<file path="config.mk">
export PLATFORM = sky130hd
export DESIGN_NAME = pipefft_twid_fetch_flat
export DESIGN_NICKNAME = d
export VERILOG_FILES = /design/src/rtl/pipefft_twid_fetch_if.sv /design/src/rtl/pipefft_twid_fetch.sv /design/src/flat_wrapper.sv
export SDC_FILE = /design/constraint.sdc
export NUM_CORES = 1
export LEC_CHECK = 0
export ABC_CLOCK_PERIOD_IN_PS = 3700
export BUFFER_PORTS_ARGS = -buffer_cell sky130_fd_sc_hd__buf_2
export CORE_MARGIN = 4
export CORE_UTILIZATION = 50
export DETAILED_ROUTE_END_ITERATION = 8
export GPL_TIMING_DRIVEN = 0
export PLACE_DENSITY = 0.78
export REMOVE_ABC_BUFFERS = 1
export SYNTH_ARGS = -nofsm -noshare
export SYNTH_HDL_FRONTEND = slang
export SYNTH_SLANG_ARGS = --single-unit
</file>
<file path="constraint.sdc">
create_clock -name CLK -period 3.7 [get_ports CLK]
set_clock_uncertainty 0.15 [all_clocks]
set_input_delay 0.37 -clock CLK [delete_from_list [all_inputs] [get_ports CLK]]
set_output_delay 0.37 -clock CLK [all_outputs]
set_load 0.02 [all_outputs]
</file>
<file path="src/rtl/pipefft_twid_fetch_if.sv">
// Handshake and twiddle-RAM read-port bundle for pipefft_twid_fetch.
// master: frame controller plus RAM read-data source; slave: the fetch stage.
interface pipefft_twid_fetch_if #(
   parameter int unsigned LOGN   = 11,
   parameter int unsigned TWID_W = 32
) ();
   logic                  START;
   logic                  INVERSE;
   logic                  DATA_VALID;
   logic [LOGN-2:0]       RADDR;
   logic                  RDB;
   logic [2*TWID_W-1:0]   DO;
   logic [TWID_W-1:0]     TW_RE;
   logic [TWID_W-1:0]     TW_IM;
   logic                  TW_VALID;
   logic                  BUSY;
   logic                  FRAME_DONE;

   modport master (
      output START, INVERSE, DATA_VALID, DO,
      input  RADDR, RDB, TW_RE, TW_IM, TW_VALID, BUSY, FRAME_DONE
   );

   modport slave (
      input  START, INVERSE, DATA_VALID, DO,
      output RADDR, RDB, TW_RE, TW_IM, TW_VALID, BUSY, FRAME_DONE
   );
endinterface

</file>
<file path="src/rtl/pipefft_twid_fetch.sv">
// Twiddle fetch for one radix-2 DIF stage: RAM address generation, unity bypass for the
// upper butterfly leg, optional conjugation, all on a fixed-latency pipeline. RAM_LAT >= 1.
module pipefft_twid_fetch #(
   parameter int unsigned LOGN    = 11,
   parameter int unsigned STAGE   = 0,
   parameter int unsigned TWID_W  = 32,
   parameter int unsigned RAM_LAT = 2
) (
   input logic                  CLK,
   input logic                  RST,
   pipefft_twid_fetch_if.slave  bus
);

   localparam int unsigned AddrW   = LOGN - 1;
   localparam int unsigned HalfBit = LOGN - STAGE - 1;
   localparam logic [LOGN-1:0]   OffMask = LOGN'((1 << HalfBit) - 1);
   localparam logic [TWID_W-1:0] TwMax   = {1'b0, {(TWID_W-1){1'b1}}};
   localparam logic [TWID_W-1:0] TwMin   = {1'b1, {(TWID_W-1){1'b0}}};

   typedef enum logic [0:0] {StIdle, StRun} state_e;

   state_e            state_q, state_d;
   logic [LOGN-1:0]   cnt_q, cnt_d;
   logic              inv_q, inv_d;
   logic              done_q;
   logic              accept, last_accept;

   assign accept      = (state_q == StRun) & bus.DATA_VALID;
   assign last_accept = accept & (&cnt_q);

   always_comb begin
      state_d = state_q;
      cnt_d   = cnt_q;
      inv_d   = inv_q;
      unique case (state_q)
         StIdle: begin
            if (bus.START) begin
               state_d = StRun;
               cnt_d   = '0;
               inv_d   = bus.INVERSE;
            end
         end
         StRun: begin
            if (last_accept) begin
               // A START coinciding with the final sample chains straight into the next frame
               cnt_d = '0;
               if (bus.START) begin
                  inv_d = bus.INVERSE;
               end else begin
                  state_d = StIdle;
               end
            end else if (accept) begin
               cnt_d = cnt_q + 1'b1;
            end
         end
         default: state_d = StIdle;
      endcase
   end

   always_ff @(posedge CLK or posedge RST) begin
      if (RST) begin
         state_q <= StIdle;
         cnt_q   <= '0;
         inv_q   <= 1'b0;
         done_q  <= 1'b0;
      end else begin
         state_q <= state_d;
         cnt_q   <= cnt_d;
         inv_q   <= inv_d;
         done_q  <= last_accept;
      end
   end

   // Within a block of M = N >> STAGE samples, the MSB of pos selects the rotated lower leg
   logic              lower_leg;
   logic [LOGN-1:0]   addr_full;
   logic              rdb_q;
   logic [AddrW-1:0]  raddr_q;

   assign lower_leg = cnt_q[HalfBit];
   assign addr_full = (cnt_q & OffMask) << STAGE;

   always_ff @(posedge CLK or posedge RST) begin
      if (RST) begin
         rdb_q   <= 1'b0;
         raddr_q <= '0;
      end else begin
         rdb_q <= accept & lower_leg;
         if (accept & lower_leg) begin
            raddr_q <= addr_full[AddrW-1:0];
         end
      end
   end

   // Side-band delay line matching the RAM: index 0 aligns with RADDR, index RAM_LAT with DO
   logic [RAM_LAT:0]  vld_pipe, byp_pipe, inv_pipe;

   always_ff @(posedge CLK or posedge RST) begin
      if (RST) begin
         vld_pipe <= '0;
         byp_pipe <= '0;
         inv_pipe <= '0;
      end else begin
         vld_pipe <= {vld_pipe[RAM_LAT-1:0], accept};
         byp_pipe <= {byp_pipe[RAM_LAT-1:0], ~lower_leg};
         inv_pipe <= {inv_pipe[RAM_LAT-1:0], inv_q};
      end
   end

   logic [TWID_W-1:0] do_re, do_im, im_neg;
   logic [TWID_W-1:0] tw_re_q, tw_re_d, tw_im_q, tw_im_d;
   logic              tw_valid_q;

   assign do_re  = bus.DO[TWID_W-1:0];
   assign do_im  = bus.DO[2*TWID_W-1:TWID_W];
   assign im_neg = (do_im == TwMin) ? TwMax : -do_im;

   always_comb begin
      tw_re_d = tw_re_q;
      tw_im_d = tw_im_q;
      if (vld_pipe[RAM_LAT]) begin
         if (byp_pipe[RAM_LAT]) begin
            tw_re_d = TwMax;
            tw_im_d = '0;
         end else begin
            tw_re_d = do_re;
            tw_im_d = inv_pipe[RAM_LAT] ? im_neg : do_im;
         end
      end
   end

   always_ff @(posedge CLK or posedge RST) begin
      if (RST) begin
         tw_re_q    <= '0;
         tw_im_q    <= '0;
         tw_valid_q <= 1'b0;
      end else begin
         tw_re_q    <= tw_re_d;
         tw_im_q    <= tw_im_d;
         tw_valid_q <= vld_pipe[RAM_LAT];
      end
   end

   assign bus.RADDR      = raddr_q;
   assign bus.RDB        = rdb_q;
   assign bus.TW_RE      = tw_re_q;
   assign bus.TW_IM      = tw_im_q;
   assign bus.TW_VALID   = tw_valid_q;
   assign bus.BUSY       = (state_q == StRun);
   assign bus.FRAME_DONE = done_q;

endmodule

</file>
<file path="src/flat_wrapper.sv">
// flat-port wrapper written by rule: the top's interface ports become plain ports
module pipefft_twid_fetch_flat 
#(
   parameter int unsigned LOGN    = 11,
   parameter int unsigned STAGE   = 0,
   parameter int unsigned TWID_W  = 32,
   parameter int unsigned RAM_LAT = 2
)
  (CLK, RST, bus_START, bus_INVERSE, bus_DATA_VALID, bus_DO, bus_RADDR, bus_RDB, bus_TW_RE, bus_TW_IM, bus_TW_VALID, bus_BUSY, bus_FRAME_DONE);
  pipefft_twid_fetch_if #(.LOGN(LOGN), .TWID_W(TWID_W)) bus_i ();
  input logic CLK;
  input logic RST;
  input wire logic [$bits(bus_i.START)-1:0] bus_START;
  input wire logic [$bits(bus_i.INVERSE)-1:0] bus_INVERSE;
  input wire logic [$bits(bus_i.DATA_VALID)-1:0] bus_DATA_VALID;
  input wire logic [$bits(bus_i.DO)-1:0] bus_DO;
  output wire logic [$bits(bus_i.RADDR)-1:0] bus_RADDR;
  output wire logic [$bits(bus_i.RDB)-1:0] bus_RDB;
  output wire logic [$bits(bus_i.TW_RE)-1:0] bus_TW_RE;
  output wire logic [$bits(bus_i.TW_IM)-1:0] bus_TW_IM;
  output wire logic [$bits(bus_i.TW_VALID)-1:0] bus_TW_VALID;
  output wire logic [$bits(bus_i.BUSY)-1:0] bus_BUSY;
  output wire logic [$bits(bus_i.FRAME_DONE)-1:0] bus_FRAME_DONE;
  assign bus_i.START = bus_START;
  assign bus_i.INVERSE = bus_INVERSE;
  assign bus_i.DATA_VALID = bus_DATA_VALID;
  assign bus_i.DO = bus_DO;
  assign bus_RADDR = bus_i.RADDR;
  assign bus_RDB = bus_i.RDB;
  assign bus_TW_RE = bus_i.TW_RE;
  assign bus_TW_IM = bus_i.TW_IM;
  assign bus_TW_VALID = bus_i.TW_VALID;
  assign bus_BUSY = bus_i.BUSY;
  assign bus_FRAME_DONE = bus_i.FRAME_DONE;
  pipefft_twid_fetch #(.LOGN(LOGN), .STAGE(STAGE), .TWID_W(TWID_W), .RAM_LAT(RAM_LAT)) u_core (.CLK(CLK), .RST(RST), .bus(bus_i));
endmodule
</file>
# [Word-level counts from Yosys, hierarchy flattened]
# Index checks and enable logic that the tools add are counted.
[classes] eq_ne=4 n_reduce_logical=2 muxes=14 bitwise_logic=5 addsub=2
[op_table] op="$mux W32" count=4
[op_table] op="$mux W11" count=3
[op_table] op="$eq A32 B32 Y1 const B" count=1
[op_table] op="$neg A32 Y32" count=1
[op_table] op="$pmux W11 S2" count=1
[op_table] op="$add A11 B1 Y11 const B" count=1
[op_table] op="$reduce_and A11 Y1" count=1
[op_table] op="$mux W1" count=4
[op_table] op="$ne A2 B2 Y1 const B" count=2
[op_table] op="$pmux W1 S2" count=2
[op_table] op="$and A1 B1 Y1" count=3
[op_table] op="$ne A3 B3 Y1 const B" count=1
[op_table] op="$not A1 Y1" count=2
[op_table] op="$reduce_and A2 Y1" count=1
[word_totals] regBits=99

# [Longest topological paths before layout]
[depth] depth_word=4 mapped_depth=10 depth_no_buf=7

# [Least setup slack after synthesis]
# Ideal clock, no wire load.
[synth_timing] kind="input port to flip-flop" from="input port bus_DO[32]" to="register u_core.tw_im_q[1] (netlist: u_core.bus.TW_IM[1])" arrival_ns=2.227 cell_stages=10 required_ns=3.486 slack_ns=1.258 cell_sequence="inv_1 ha_1 or3b_1 clkbuf_1 or2_4 or4_1 buf_2 buf_6 a211oi_2 a21o_1"
[synth_via] elab_chain_cells=4 elab_cells_between_ends=5 classes_between="add/sub: 1; eq/ne: 1; mux: 3"
[synth_lines] element="start, declared" line_no="flat_wrapper.sv:16" source="input wire logic [$bits(bus_i.DO)-1:0] bus_DO;"
[synth_lines] element="$neg A32 Y32 or $eq A32 B32 Y1 (tied branches)" line_no="pipefft_twid_fetch.sv:116" source="assign im_neg = (do_im == TwMin) ? TwMax : -do_im;"
[synth_lines] element="$mux W32 (*)" line_no="pipefft_twid_fetch.sv:116"
[synth_lines] element="$mux W32 (*)" line_no="pipefft_twid_fetch.sv:127" source="tw_im_d = inv_pipe[RAM_LAT] ? im_neg : do_im;"
[synth_lines] element="$mux W32 (*)" line_no="pipefft_twid_fetch.sv:122" source="if (byp_pipe[RAM_LAT]) begin"
[synth_lines] element="end signal, assigned" line_no="pipefft_twid_fetch.sv:139" source="tw_im_q <= tw_im_d;"
[synth_lines] element="end, declared" line_no="pipefft_twid_fetch.sv:111" source="logic [TWID_W-1:0] tw_re_q, tw_re_d, tw_im_q, tw_im_d;"
# Mark *: on every way between the ends. The rest lies on a longest branch, timed or not.
# A chain may end at the register's enable or synchronous reset.

==> impl_metrics.ini <==
[critical_path]
path_max_fanout = 52
cp.arrival_ns = 3.42
start_kind = register
end_kind = register
critical_path_class = register to register
required_ns = 3.86

[floorplan]
coreArea_um2 = 9200
dieArea_um2 = 11000
io_pins = 147
die_x_um = 105
num_rows = 35
start_util = 0.512
die_h_um = 105

[global_route]
grt_first_pass_wirelength_um = 19600
grt_pass1_vias = 3901
grt_overflow = 0
use_met3 = 0.0506
antenna_found_initial = 0
grt_max_degree = 54
grt_usage = 0.217
use_met2 = 0.347
busiest_layer = met2
grt_use_met1 = 0.286

[pwr]
p_switching_uw = 881
pwr-share-comb = 0.220
power_density_nw_per_um2 = 471
power_leakage_nw = 2.53
power_mw = 2.69
switching_share = 0.328
ir_drop_uv = 439
clkPwrFrac = 0.280
internal_power_mw = 1.81
p_seq_frac = 0.500

[cts]
postCtsSetupRepairBufs = 0
worstSkewPairLatency_ns = 0.36
cts-root-buf = clkbuf_8
cts_tree = yes
clk_path_buf_depth = 2
cts_made_buffers = 9
path_clk_slew_ns = 0.11
cts_sinks = 99
htreeDepth = 3

[cells_and_area]
syn_to_final_growth_pct = 21.3
layout-drive-gt1-share = 0.327
final_common_cell = buf_2
fill_cells = 778
final_nets = 638
finalNonFillerCells = 683
layout_common_cells = buf_2, dfrtp_1, o22a_1, o21ai_0, nand2_1
antenna-diode-count = 0
post-route-util = 0.621

[synthesis]
yosys_register_bits = 99
syn_area_um2 = 4710
synth_warnings = 0
ys_types = 56
synth.area.top_cells = dfrtp_1, o22a_1, xor2_1
yosysTopAreaCell = dfrtp_1
synth_edf_count = 0
syn_inst = 439
ys_seq_area_frac = 0.526
synth_top_area_frac = 0.526
avgSynthCellArea_um2 = 10.7
synthArstFlopShare = 1.00
synth_ff_type = dfrtp_1

[outcome]
status = finished, final reports clean

[place]
hpwl_um = 8340
place_worst_setup_slack_ns = -0.934
dp_cells = 665
gp_congestion = 0.882
io_buffers = 146

[route]
firstDrtPassIters = 4
drt_iter0_drc = 197
remaining_drc_errors = 0
vias_per_cell = 5.93
drt-total-wl_um = 11900
num_vias = 4048
wl_per_cell_um = 17.4
antenna_left = 0

[timing]
tightestPinTransition_ns = 1.11
setup_ws_ns = 0.441
max_slew_margin = 0.251
hold_violations = 0
fin_hold_ws_ns = 0.0545
drv_slew = 0
fin_crit_sh = 0.881
finalSetupViolCount = 0
fmax_mhz = 307
period_needed_ns = 3.26
rsz0062_at_grt = no

[flow_run]
maxCapViolCount = 0

[hold_path]
hold_path_class = primary input to register
## final timing paths
path / from / to / slack [ns] / depth (start not counted)
max in group asynchronous: RST / u_core.vld_pipe[2] / 2.27 / 4
max reg2reg: u_core.vld_pipe[2] / u_core.bus.TW_IM[28] / 0.44 / 5
max: u_core.vld_pipe[2] / u_core.bus.TW_IM[28] / 0.44 / 5
min: bus_DO[7] / u_core.bus.TW_RE[7] / 0.05 / 2
min reg2reg: u_core.vld_pipe[1] / u_core.vld_pipe[2] / 0.20 / 0
min in group asynchronous: RST / u_core.bus.TW_RE[23] / 0.45 / 3
## power by group through the flow
stage                     registers, mW  logic (mW)  clock network [mW]
final                              1.35       0.591               0.753
after global routing               1.37       0.645               0.829
after CTS                          1.34       0.597               0.775
after detailed placement           1.36       0.594                   0
after global placement             1.36       0.576                   0
after floorplan                    1.47       0.239                   0
## area by class of cell
| class | count | area [um2] | area share |
|---|---|---|---|
| inverter | 14 | 55.1 | 0.00963 |
| sequential | 99 | 2480 | 0.434 |
| timing repair buffer | 148 | 768 | 0.134 |
| clock buffer | 10 | 138 | 0.0241 |
| timing repair inverter | 1 | 3.75 | 0.000657 |
| tap | 111 | 139 | 0.0243 |
| clock inverter | 6 | 81.3 | 0.0142 |
| multi-input combinational | 294 | 2050 | 0.359 |
## timing repair
item	in CTS	in global routing
gates resized for setup	1	1
pin swaps	0	0
endpoints found under the hold margin	46	0
hold buffers	1	0
endpoints found under the setup margin	18	1
gates cloned	1	0
## cells in the mapped netlist (10+ instances only)
library cell,number
mux2_2,10
a21oi_1,17
nand3_1,13
nor3_1,12
a21o_1,12
nor2_1,10
xor2_1,19
clkbuf_1,26
nand2_1,25
dfrtp_1,99
inv_1,12
o31ai_1,12
o21ai_0,26
o22a_1,31
## sequential cells by signal, summed over array words and instances, names as in the netlist
name	flops
u_core.bus.RDB	1
u_core.bus.BUSY	1
u_core.bus.TW_VALID	1
u_core.cnt_q	11
u_core.inv_q	1
u_core.bus.TW_IM	32
u_core.bus.RADDR	10
u_core.bus.FRAME_DONE	1
u_core.inv_pipe	3
u_core.vld_pipe	3
u_core.byp_pipe	3
u_core.bus.TW_RE	32
## cells by family (layout without fill, tap and decap cells)
kind of cell,count (synthesis),after routing,synth area share
XOR/XNOR,22,22,0.0409
AND/OR/NAND/NOR,117,117,0.142
multiplexers,11,11,0.0260
AO/OA/AOI/OAI,142,142,0.220
buffers and inverters,46,179,0.0401
flip-flops,99,99,0.526
adder cells (fa/ha/maj),2,2,0.00531
## routing by layer
metal,vias up,share of wire
met5,-,0
li1,1907,-
met1,1968,0.42
met2,150,0.49
met4,0,0.025
met3,23,0.064
## worst max-delay path, stage by stage (launching register included)
cell and delay [ns]:
dfrtp_2 0.95, clkinv_1 0.82, nor2_2 0.73, nand3b_1 0.15, mux2_2 0.32, nand3_1 0.08
## stage by stage
step | TNS (ns) | instance area, um2
floorplan | 0 | 4580
global placement | -54.62 | 5450
global route | 0 | 5710
finish | 0 | 5710
CTS | 0 | 5710
detailed placement | -7.79 | 5480
(Power assumes the default switching activity.)
